$ cat config.mk
export PLATFORM = sky130hd
export DESIGN_NAME = uart_tx_frm
export DESIGN_NICKNAME = d
export VERILOG_FILES = /design/src/rtl/uart_pkg.sv /design/src/rtl/uart_tx_hold.sv /design/src/rtl/uart_tx_frm.sv
export SDC_FILE = /design/constraint.sdc
export NUM_CORES = 1
export LEC_CHECK = 0
export ABC_AREA = 1
export BUFFER_PORTS_ARGS = -buffer_cell sky130_fd_sc_hd__buf_2
export CAP_MARGIN = 20
export CORE_UTILIZATION = 40
export DETAILED_ROUTE_END_ITERATION = 8
export GPL_TIMING_DRIVEN = 0
export HOLD_SLACK_MARGIN = 0.1
export PLACE_DENSITY = 0.59
export SLEW_MARGIN = 20
export SYNTH_ARGS = -nofsm -noshare
export SYNTH_HDL_FRONTEND = slang
export SYNTH_SLANG_ARGS = --single-unit
$ cat constraint.sdc
create_clock -name clk -period 1.5 [get_ports clk]
set_input_delay 0.225 -clock clk [delete_from_list [all_inputs] [get_ports clk]]
set_output_delay 0.225 -clock clk [all_outputs]
set_load 0.05 [all_outputs]
$ cat src/rtl/uart_pkg.sv
// Shared UART definitions: FSM state encoding, line-level constants and the
// parity helper used by the transmit framer.
package uart_pkg;

  // State encoding stays a plain logic vector so legacy code and waveform
  // tooling can keep treating it as a 3-bit field.
  typedef logic [2:0] uart_state_t;

  localparam uart_state_t StIdle   = 3'd0;
  localparam uart_state_t StStart  = 3'd1;
  localparam uart_state_t StData   = 3'd2;
  localparam uart_state_t StParity = 3'd3;
  localparam uart_state_t StStop   = 3'd4;

  localparam logic LINE_IDLE = 1'b1;
  localparam logic START_BIT = 1'b0;

  // Parity over up to 9 data bits. Narrower words are zero-extended by the
  // caller, which leaves the XOR unchanged.
  function automatic logic par_calc(input logic [8:0] data, input logic odd);
    return (^data) ^ odd;
  endfunction

endpackage

$ cat src/rtl/uart_tx_hold.sv
// One-entry valid/ready holding register between the host and the framer.
// Ports:
//   clk, rst           clock, asynchronous active-high reset
//   in_data/in_valid   host byte and its valid
//   in_ready           register empty; a byte is taken when in_valid & in_ready
//   out_data/out_valid buffered byte for the framer
//   pop                framer moved the byte into its shifter this cycle
module uart_tx_hold #(
  parameter int unsigned DW = 8
) (
  input  logic          clk,
  input  logic          rst,
  input  logic [DW-1:0] in_data,
  input  logic          in_valid,
  output logic          in_ready,
  output logic [DW-1:0] out_data,
  output logic          out_valid,
  input  logic          pop
);

  logic          valid_q, valid_d;
  logic [DW-1:0] data_q, data_d;

  // Accept and pop are mutually exclusive: accept needs the register empty,
  // pop is only issued while it is full.
  always_comb begin
    valid_d = valid_q;
    data_d  = data_q;
    if (in_valid && !valid_q) begin
      valid_d = 1'b1;
      data_d  = in_data;
    end else if (pop) begin
      valid_d = 1'b0;
    end
  end

  always_ff @(posedge clk or posedge rst) begin
    if (rst) begin
      valid_q <= 1'b0;
      data_q  <= '0;
    end else begin
      valid_q <= valid_d;
      data_q  <= data_d;
    end
  end

  assign in_ready  = !valid_q;
  assign out_valid = valid_q;
  assign out_data  = data_q;

endmodule

$ cat src/rtl/uart_tx_frm.sv
// UART transmit framer: serialises buffered bytes into start / data (LSB
// first) / optional parity / stop frames, one bit per baud_trig_tx strobe.
// Ports:
//   clk, rst      clock, asynchronous active-high reset
//   baud_trig_tx  one-clk bit-period strobe
//   tx_data       byte to send, sampled on acceptance
//   tx_valid      host has a byte
//   tx_ready      holding register empty
//   tx            registered serial line, idle high
//   tx_busy       frame in progress
//   tx_done_tick  one-clk pulse after the final stop bit ends
module uart_tx_frm
  import uart_pkg::*;
#(
  parameter int unsigned DBIT       = 8,
  parameter int unsigned PARITY_EN  = 0,
  parameter int unsigned PARITY_ODD = 0,
  parameter int unsigned STOP_BITS  = 1
) (
  input  logic            clk,
  input  logic            rst,
  input  logic            baud_trig_tx,
  input  logic [DBIT-1:0] tx_data,
  input  logic            tx_valid,
  output logic            tx_ready,
  output logic            tx,
  output logic            tx_busy,
  output logic            tx_done_tick
);

  if (DBIT < 5 || DBIT > 9) begin : g_bad_dbit
    $error("uart_tx_frm: DBIT must be in 5..9");
  end
  if (STOP_BITS < 1 || STOP_BITS > 2) begin : g_bad_stop
    $error("uart_tx_frm: STOP_BITS must be 1 or 2");
  end

  localparam logic [3:0] DataLast = 4'(DBIT - 1);
  localparam logic [3:0] StopLast = 4'(STOP_BITS - 1);

  logic [DBIT-1:0] hold_data;
  logic            hold_valid;
  logic            pop;

  uart_tx_hold #(
    .DW(DBIT)
  ) u_hold (
    .clk      (clk),
    .rst      (rst),
    .in_data  (tx_data),
    .in_valid (tx_valid),
    .in_ready (tx_ready),
    .out_data (hold_data),
    .out_valid(hold_valid),
    .pop      (pop)
  );

  uart_state_t     state_q, state_d;
  logic [DBIT-1:0] shift_q, shift_d;
  logic [3:0]      cnt_q, cnt_d;
  logic            par_q, par_d;
  logic            tx_q, tx_d;
  logic            done_q, done_d;
  logic            load;

  always_comb begin
    state_d = state_q;
    shift_d = shift_q;
    cnt_d   = cnt_q;
    par_d   = par_q;
    tx_d    = tx_q;
    done_d  = 1'b0;
    load    = 1'b0;
    pop     = 1'b0;

    if (baud_trig_tx) begin
      unique case (state_q)
        StIdle: begin
          if (hold_valid) load = 1'b1;
          else tx_d = LINE_IDLE;
        end
        StStart: begin
          state_d = StData;
          tx_d    = shift_q[0];
          cnt_d   = '0;
        end
        StData: begin
          if (cnt_q < DataLast) begin
            shift_d = shift_q >> 1;
            cnt_d   = cnt_q + 4'd1;
            tx_d    = shift_q[1];
          end else if (PARITY_EN != 0) begin
            state_d = StParity;
            tx_d    = par_q;
          end else begin
            state_d = StStop;
            tx_d    = LINE_IDLE;
            cnt_d   = '0;
          end
        end
        StParity: begin
          state_d = StStop;
          tx_d    = LINE_IDLE;
          cnt_d   = '0;
        end
        StStop: begin
          if (cnt_q < StopLast) begin
            cnt_d = cnt_q + 4'd1;
          end else begin
            done_d = 1'b1;
            // A buffered byte starts straight away so frames run back to back.
            if (hold_valid) load = 1'b1;
            else state_d = StIdle;
          end
        end
        default: begin
          state_d = StIdle;
          tx_d    = LINE_IDLE;
        end
      endcase
    end

    if (load) begin
      shift_d = hold_data;
      par_d   = par_calc(9'(hold_data), PARITY_ODD != 0);
      pop     = 1'b1;
      state_d = StStart;
      tx_d    = START_BIT;
    end
  end

  always_ff @(posedge clk or posedge rst) begin
    if (rst) begin
      state_q <= StIdle;
      shift_q <= '0;
      cnt_q   <= '0;
      par_q   <= 1'b0;
      tx_q    <= LINE_IDLE;
      done_q  <= 1'b0;
    end else begin
      state_q <= state_d;
      shift_q <= shift_d;
      cnt_q   <= cnt_d;
      par_q   <= par_d;
      tx_q    <= tx_d;
      done_q  <= done_d;
    end
  end

  assign tx           = tx_q;
  assign tx_busy      = (state_q != StIdle);
  assign tx_done_tick = done_q;

endmodule
# After elaboration in Yosys (flattened, before gate mapping)
# Index checks and enable logic that the tools add are counted.
# Widths: inputs -> output; s select.
# totals
regBits,26
latch_bits,0
ram_bits,0
romBits,0
input_bits,12
output_inout_bits,4
elab_cells,63
mem_count,0
# classes
n_addsub,1
n_mul,0
n_div,0
order_cmp,2
eq_ne,11
shifts,0
mux,28
n_bitwise,0
n_reduce_logical,14
# op_table
op,n
$mux 8,4
$mux 3,5
$pmux 3 s5,1
$mux 1,13
$ne 3x3->1 const B,4
$pmux 4 s3,1
$reduce_and 3->1,3
$mux 4,2
$reduce_bool 2->1,4
$eq 3x2->1 const B,2
$ne 2x2->1 const B,3
$reduce_bool 3->1,2
$reduce_and 5->1,1
$add 4x1->4 const B,1
$lt 4x1->1 const B,1
$lt 4x3->1 const B,1
$pmux 1 s4,1
$eq 3x1->1 const B,1
$eq 3x3->1 const B,1
$logic_not 3->1,1
$pmux 1 s2,1
$reduce_or 2->1,1
$logic_and 1x1->1,1
$logic_not 1->1,1

# Logic depth before layout (Yosys ltp)
# depth
ltp_word,7
mapped_depth,9
depth_no_buf,9

# By module
# A second synthesis with hierarchy kept.
# unflattened
cells_unflattened,168
area_unflattened_um2,1338.8
# by_module_without_submodules
mod,n_inst,cells_per_inst,area_per_inst_um2,seq_area_each_um2
uart_tx_frm,1,129,963.4,426.7
uart_tx_hold,1,39,375.4,225.2

# Worst setup path before layout
# OpenSTA, ideal clock, no wires.
# synth_path
path_kind,register to register
from,"register u_hold.valid_q, in the netlist u_hold.out_valid"
to,"register u_hold.data_q[0], in the netlist u_hold.out_data[0]"
setup_ps,123
arrival_time_ps,1329
t_required_ps,1377
setup_slack_ps,48
path_stages_with_launch,6
n_path_buf,1
synth_period_minus_slack_ps,1452
path_cell_list,dfrtp_1 -> inv_1 -> nand2_1 -> buf_2 -> nor2_1 -> a21oi_1
# synth_between
elab_chain_len,2
# synth_lines
element,line_no,text
start: declaration,uart_tx_hold.sv:21,"logic valid_q, valid_d;"
start signal: assignment,uart_tx_hold.sv:42,valid_q <= valid_d;
$logic_not 1->1,n/a,
via tx_ready,uart_tx_frm.sv:25,"output logic tx_ready,"
$logic_and 1x1->1,uart_tx_hold.sv:29,if (in_valid && !valid_q) begin
end signal: assignment,uart_tx_hold.sv:43,data_q <= data_d;
end: declaration,uart_tx_hold.sv:22,"logic [DW-1:0] data_q, data_d;"
# The timed path passes the listed nets, and every way through them passes these cells.
# A chain may end at the register's enable or synchronous reset.

# Final worst setup path
# layout_path
from,"register u_hold.valid_q, in the netlist u_hold.out_valid"
to,output port tx_ready
# layout_between
elab_chain_len,1
# layout_lines
element,line_no,text
$logic_not 1->1,uart_tx_hold.sv:47,assign in_ready = !valid_q;
end: declaration,uart_tx_frm.sv:25,
# No other way between the ends.

==> impl_results.md <==
- Layout net count: 187
- Post-synthesis cell type count: 22
- Met3 GRT Util: 2.46%
- Crit path launch type: flop
- Clk pin slew, worst setup/hold paths: 0.14 ns
- Clk sinks: 26
- GR met2 Demand/Resource: 26.4%
- Placed instance area: 1360 sq um
- Hold Path Class: primary input to flop
- DR WL/cell: 12.0 um
- Met1 Usage GRT: 20.5%
- Adder-cell share of the synthesized area: 1.01%
- H-tree levels: 1
- DRT iter0 DRCs: 30
- Initial Utilization: 43.6%
- CTS Root Cell: clkbuf_4
- FF+latch count, synth: 26
- Largest net degree at the start of global routing: 27
- Power Total: 3.15 mW
- Ant diodes: 0
- Num CTS Buffers: 3
- Core Region: 2850 sq um
- XOR/XNOR share of the synthesized area: 0%
- Slew @ Worst Pin: 0.940 ns
- F_max: 702 MHz
- Post-DP HPWL: 1690 um
- Design area: 1460 sq um
- First drt pass iteration count: 6
- Wirelength, routed: 2450 um
- Die Area: 3340 sq um
- Cell taking the most area after synthesis: dfrtp_1
- Layout cells sized above 1: 22.5%
- Critical-path cell list: inv_1 -> buf_2
- Yosys top cell area share: 50.3%
- Top cells by area, synth: dfrtp_1 50%, nand2_1 14%, inv_1 5.7%
- Fin cells: 204
- Clk Latency, worst-skew pair: 0.32 ns
- Critical Path RT: 1.27 ns
- Syn. warnings: 0
- Post-Synth Simple-Gate Area: 28.2%
- CTS tree: built
- Worst Path Buf+Inv: 2
- Final Max Slew Viols: 0
- Endpoints failing setup: 0
- Clock Skew: 0.00265 ns
- Largest family of logic cells by synthesized area: simple AND/OR/NAND/NOR gates
- CP max-delay cell: dfrtp_1
- Remaining DRCs: 1
- Vias in the first global route: 977
- Via count: 1009
- Critical path endpoint category: output port
- Die width: 57.8 um
- Synthesized area per cell: 8.35 sq um
- Crit Path Max Fanout: 5
- PortBufs: 15
- Mapped Cells: 149
- Pwr/cell area: 2150 nW/um^2
- Max incr delay on CP: 0.43 ns
- Sequential share of the synthesized area: 52.4%
- Placed cell count: 195
- WP data arrival: 1.20 ns
- Antenna violations before repair: 0
- Die Y: 57.8 um
- First-pass GRT wire length: 4100 um
- Compound-cell area share of the yosys netlist: 9.76%
- Routed vias/inst: 4.95
- GPL Wtd Cong: 0.811
- Violated checks: DRC
- Critical path class: flop to output port
- Mapped Nets: 162
- Area delta synth->final: 17.5%
- Mapped Area: 1240 sq um
- Endpoints failing hold: 0
- Top delay family on crit path: buffers and inverters
- Outcome: finished with violations
- Routed Antenna Nets: 0
- FP Rows: 19
- Gr ovfl total: 0
- Tcrit/Tclk final: 94.9%
- Post-route minimum period: 1.42 ns
- Max clock buf depth: 2
- # fillers: 294
- Total GRT Usage: 15.8%
- I/O Pins: 16
- Lkg Pwr: 0.784 nW
- Worst rel slew slack: 36.9%
- GR peak layer: met2
- Max VDD drop: 0.000966 V
- Multiplexer share of the synthesized area: 0.905%
- Max-cap violation count: 0
-- cell type report --
| cell class | count | area, sq um | share of cell area (%) |
|---|---|---|---|
| sequential | 26 | 654 | 44.8 |
| multi-input combinational | 101 | 512 | 35.0 |
| timing repair buffer | 19 | 108 | 7.36 |
| inverter | 20 | 75.1 | 5.14 |
| tap | 31 | 38.8 | 2.65 |
| clock inverter | 1 | 30.0 | 2.05 |
| clock buffer | 3 | 22.5 | 1.54 |
| buffer | 3 | 21.3 | 1.46 |
-- cell usage in the layout (no fill, tap or decap), drive strengths merged --
cell type,synthesis,final
ha,1,1
clkinv,0,1
a21oi,9,9
o21ai,12,12
dlygate4sd3,0,1
o22ai,2,2
nand2,50,51
clkbuf,0,3
nand3b,1,1
dfrtp,25,25
nor4,1,1
dfstp,1,1
nand3,12,12
bufinv,0,1
mux2,1,1
buf,3,21
nor3,1,1
nor2,10,10
inv,20,19
-- state kept, by name (all words and copies together) (netlist names) --
signal / count
u_hold.out_data: 8
state_q: 3
shift_q: 8
u_hold.out_valid: 1
cnt_q: 4
tx: 1
tx_done_tick: 1
-- synthesized netlist by cell type --
cell and instances:
a21oi_1 8, nand3_1 11, inv_2 1, nor4_1 1
nor2_1 9, o21ai_1 8, buf_2 2, dfrtp_1 25
nor3_4 1, nand3b_1 1, o21ai_0 4, buf_6 1
nand2_1 48, nor2_4 1, nand3_4 1, ha_1 1
dfstp_2 1, inv_1 19, mux2_2 1, nand2_4 2
a21oi_2 1, o22ai_1 2
-- routing by layer --
layer,vias up,part of all wire (%)
li1,521,-
met2,16,47
met3,4,3.5
met5,-,0
met4,0,1.2
met1,468,49
-- final timing paths --
check / from / to / slack (ns) / cells past startpoint
setup / recovery: u_hold.out_valid$_DFFE_PP0P_ / tx_ready / 0.08 / 2
setup reg to reg: cnt_q[0]$_DFFE_PP0P_ / shift_q[5]$_DFFE_PP0P_ / 0.09 / 8
max in group asynchronous: rst / state_q[2]$_DFFE_PP0P_ / 0.51 / 3
hold reg to reg: tx$_DFFE_PP1P_ / tx$_DFFE_PP1P_ / 0.47 / 2
min in group asynchronous: rst / u_hold.out_data[7]$_DFFE_PP0P_ / 0.53 / 3
hold / removal: tx_data[6] / u_hold.out_data[6]$_DFFE_PP0P_ / 0.13 / 2
-- power by group --
part | internal (mW) | leakage [nW] | switching [mW]
Clock | 0.270 | 0.0279 | 0.210
Sequential | 1.01 | 0.315 | 0.202
Combinational | 0.515 | 0.441 | 0.939
-- through the flow --
stage / setup slack [ns] / utilization, % / setup TNS, ns / hold slack (ns)
2_1_floorplan: 0.0476 / - / 0 / 0.264
3_3_place_gp: 0.0848 / 47.6 / 0 / 0.454
3_5_place_dp: 0.0828 / 47.6 / 0 / 0.459
4_1_cts: 0.0344 / 49.8 / 0 / 0.121
5_1_grt: -0.0226 / 51.2 / -0.0430 / 0.136
6_report: 0.0759 / 51.2 / 0 / 0.127
-- timing repair --
action,CTS,global route
hold buffers,0,1
gates resized for setup,2,3
endpoints found under the setup margin,1,12
cloned,0,1
hold endpoints to repair,0,25
buffers inserted,1,2
pin swaps,1,0
-- logic make-up (layout without fill, tap and decap cells) --
family                   Yosys count  in the layout
adder cells (fa/ha/maj)            1              1
AO/OA/AOI/OAI                     23             23
AND/OR/NAND/NOR                   75             76
multiplexers                       1              1
flip-flops                        26             26
buffers and inverters             23             46
-- worst register-to-register path, stage by stage, from the launching register on --
cell and delay, ns:
dfrtp_1 0.44, ha_1 0.23, nand2_1 0.08, nand2_2 0.08, a21oi_4 0.19, nand2_4 0.11
nand2_4 0.11, nand2_1 0.06, nand2_1 0.06
(Power assumes the default switching activity.)
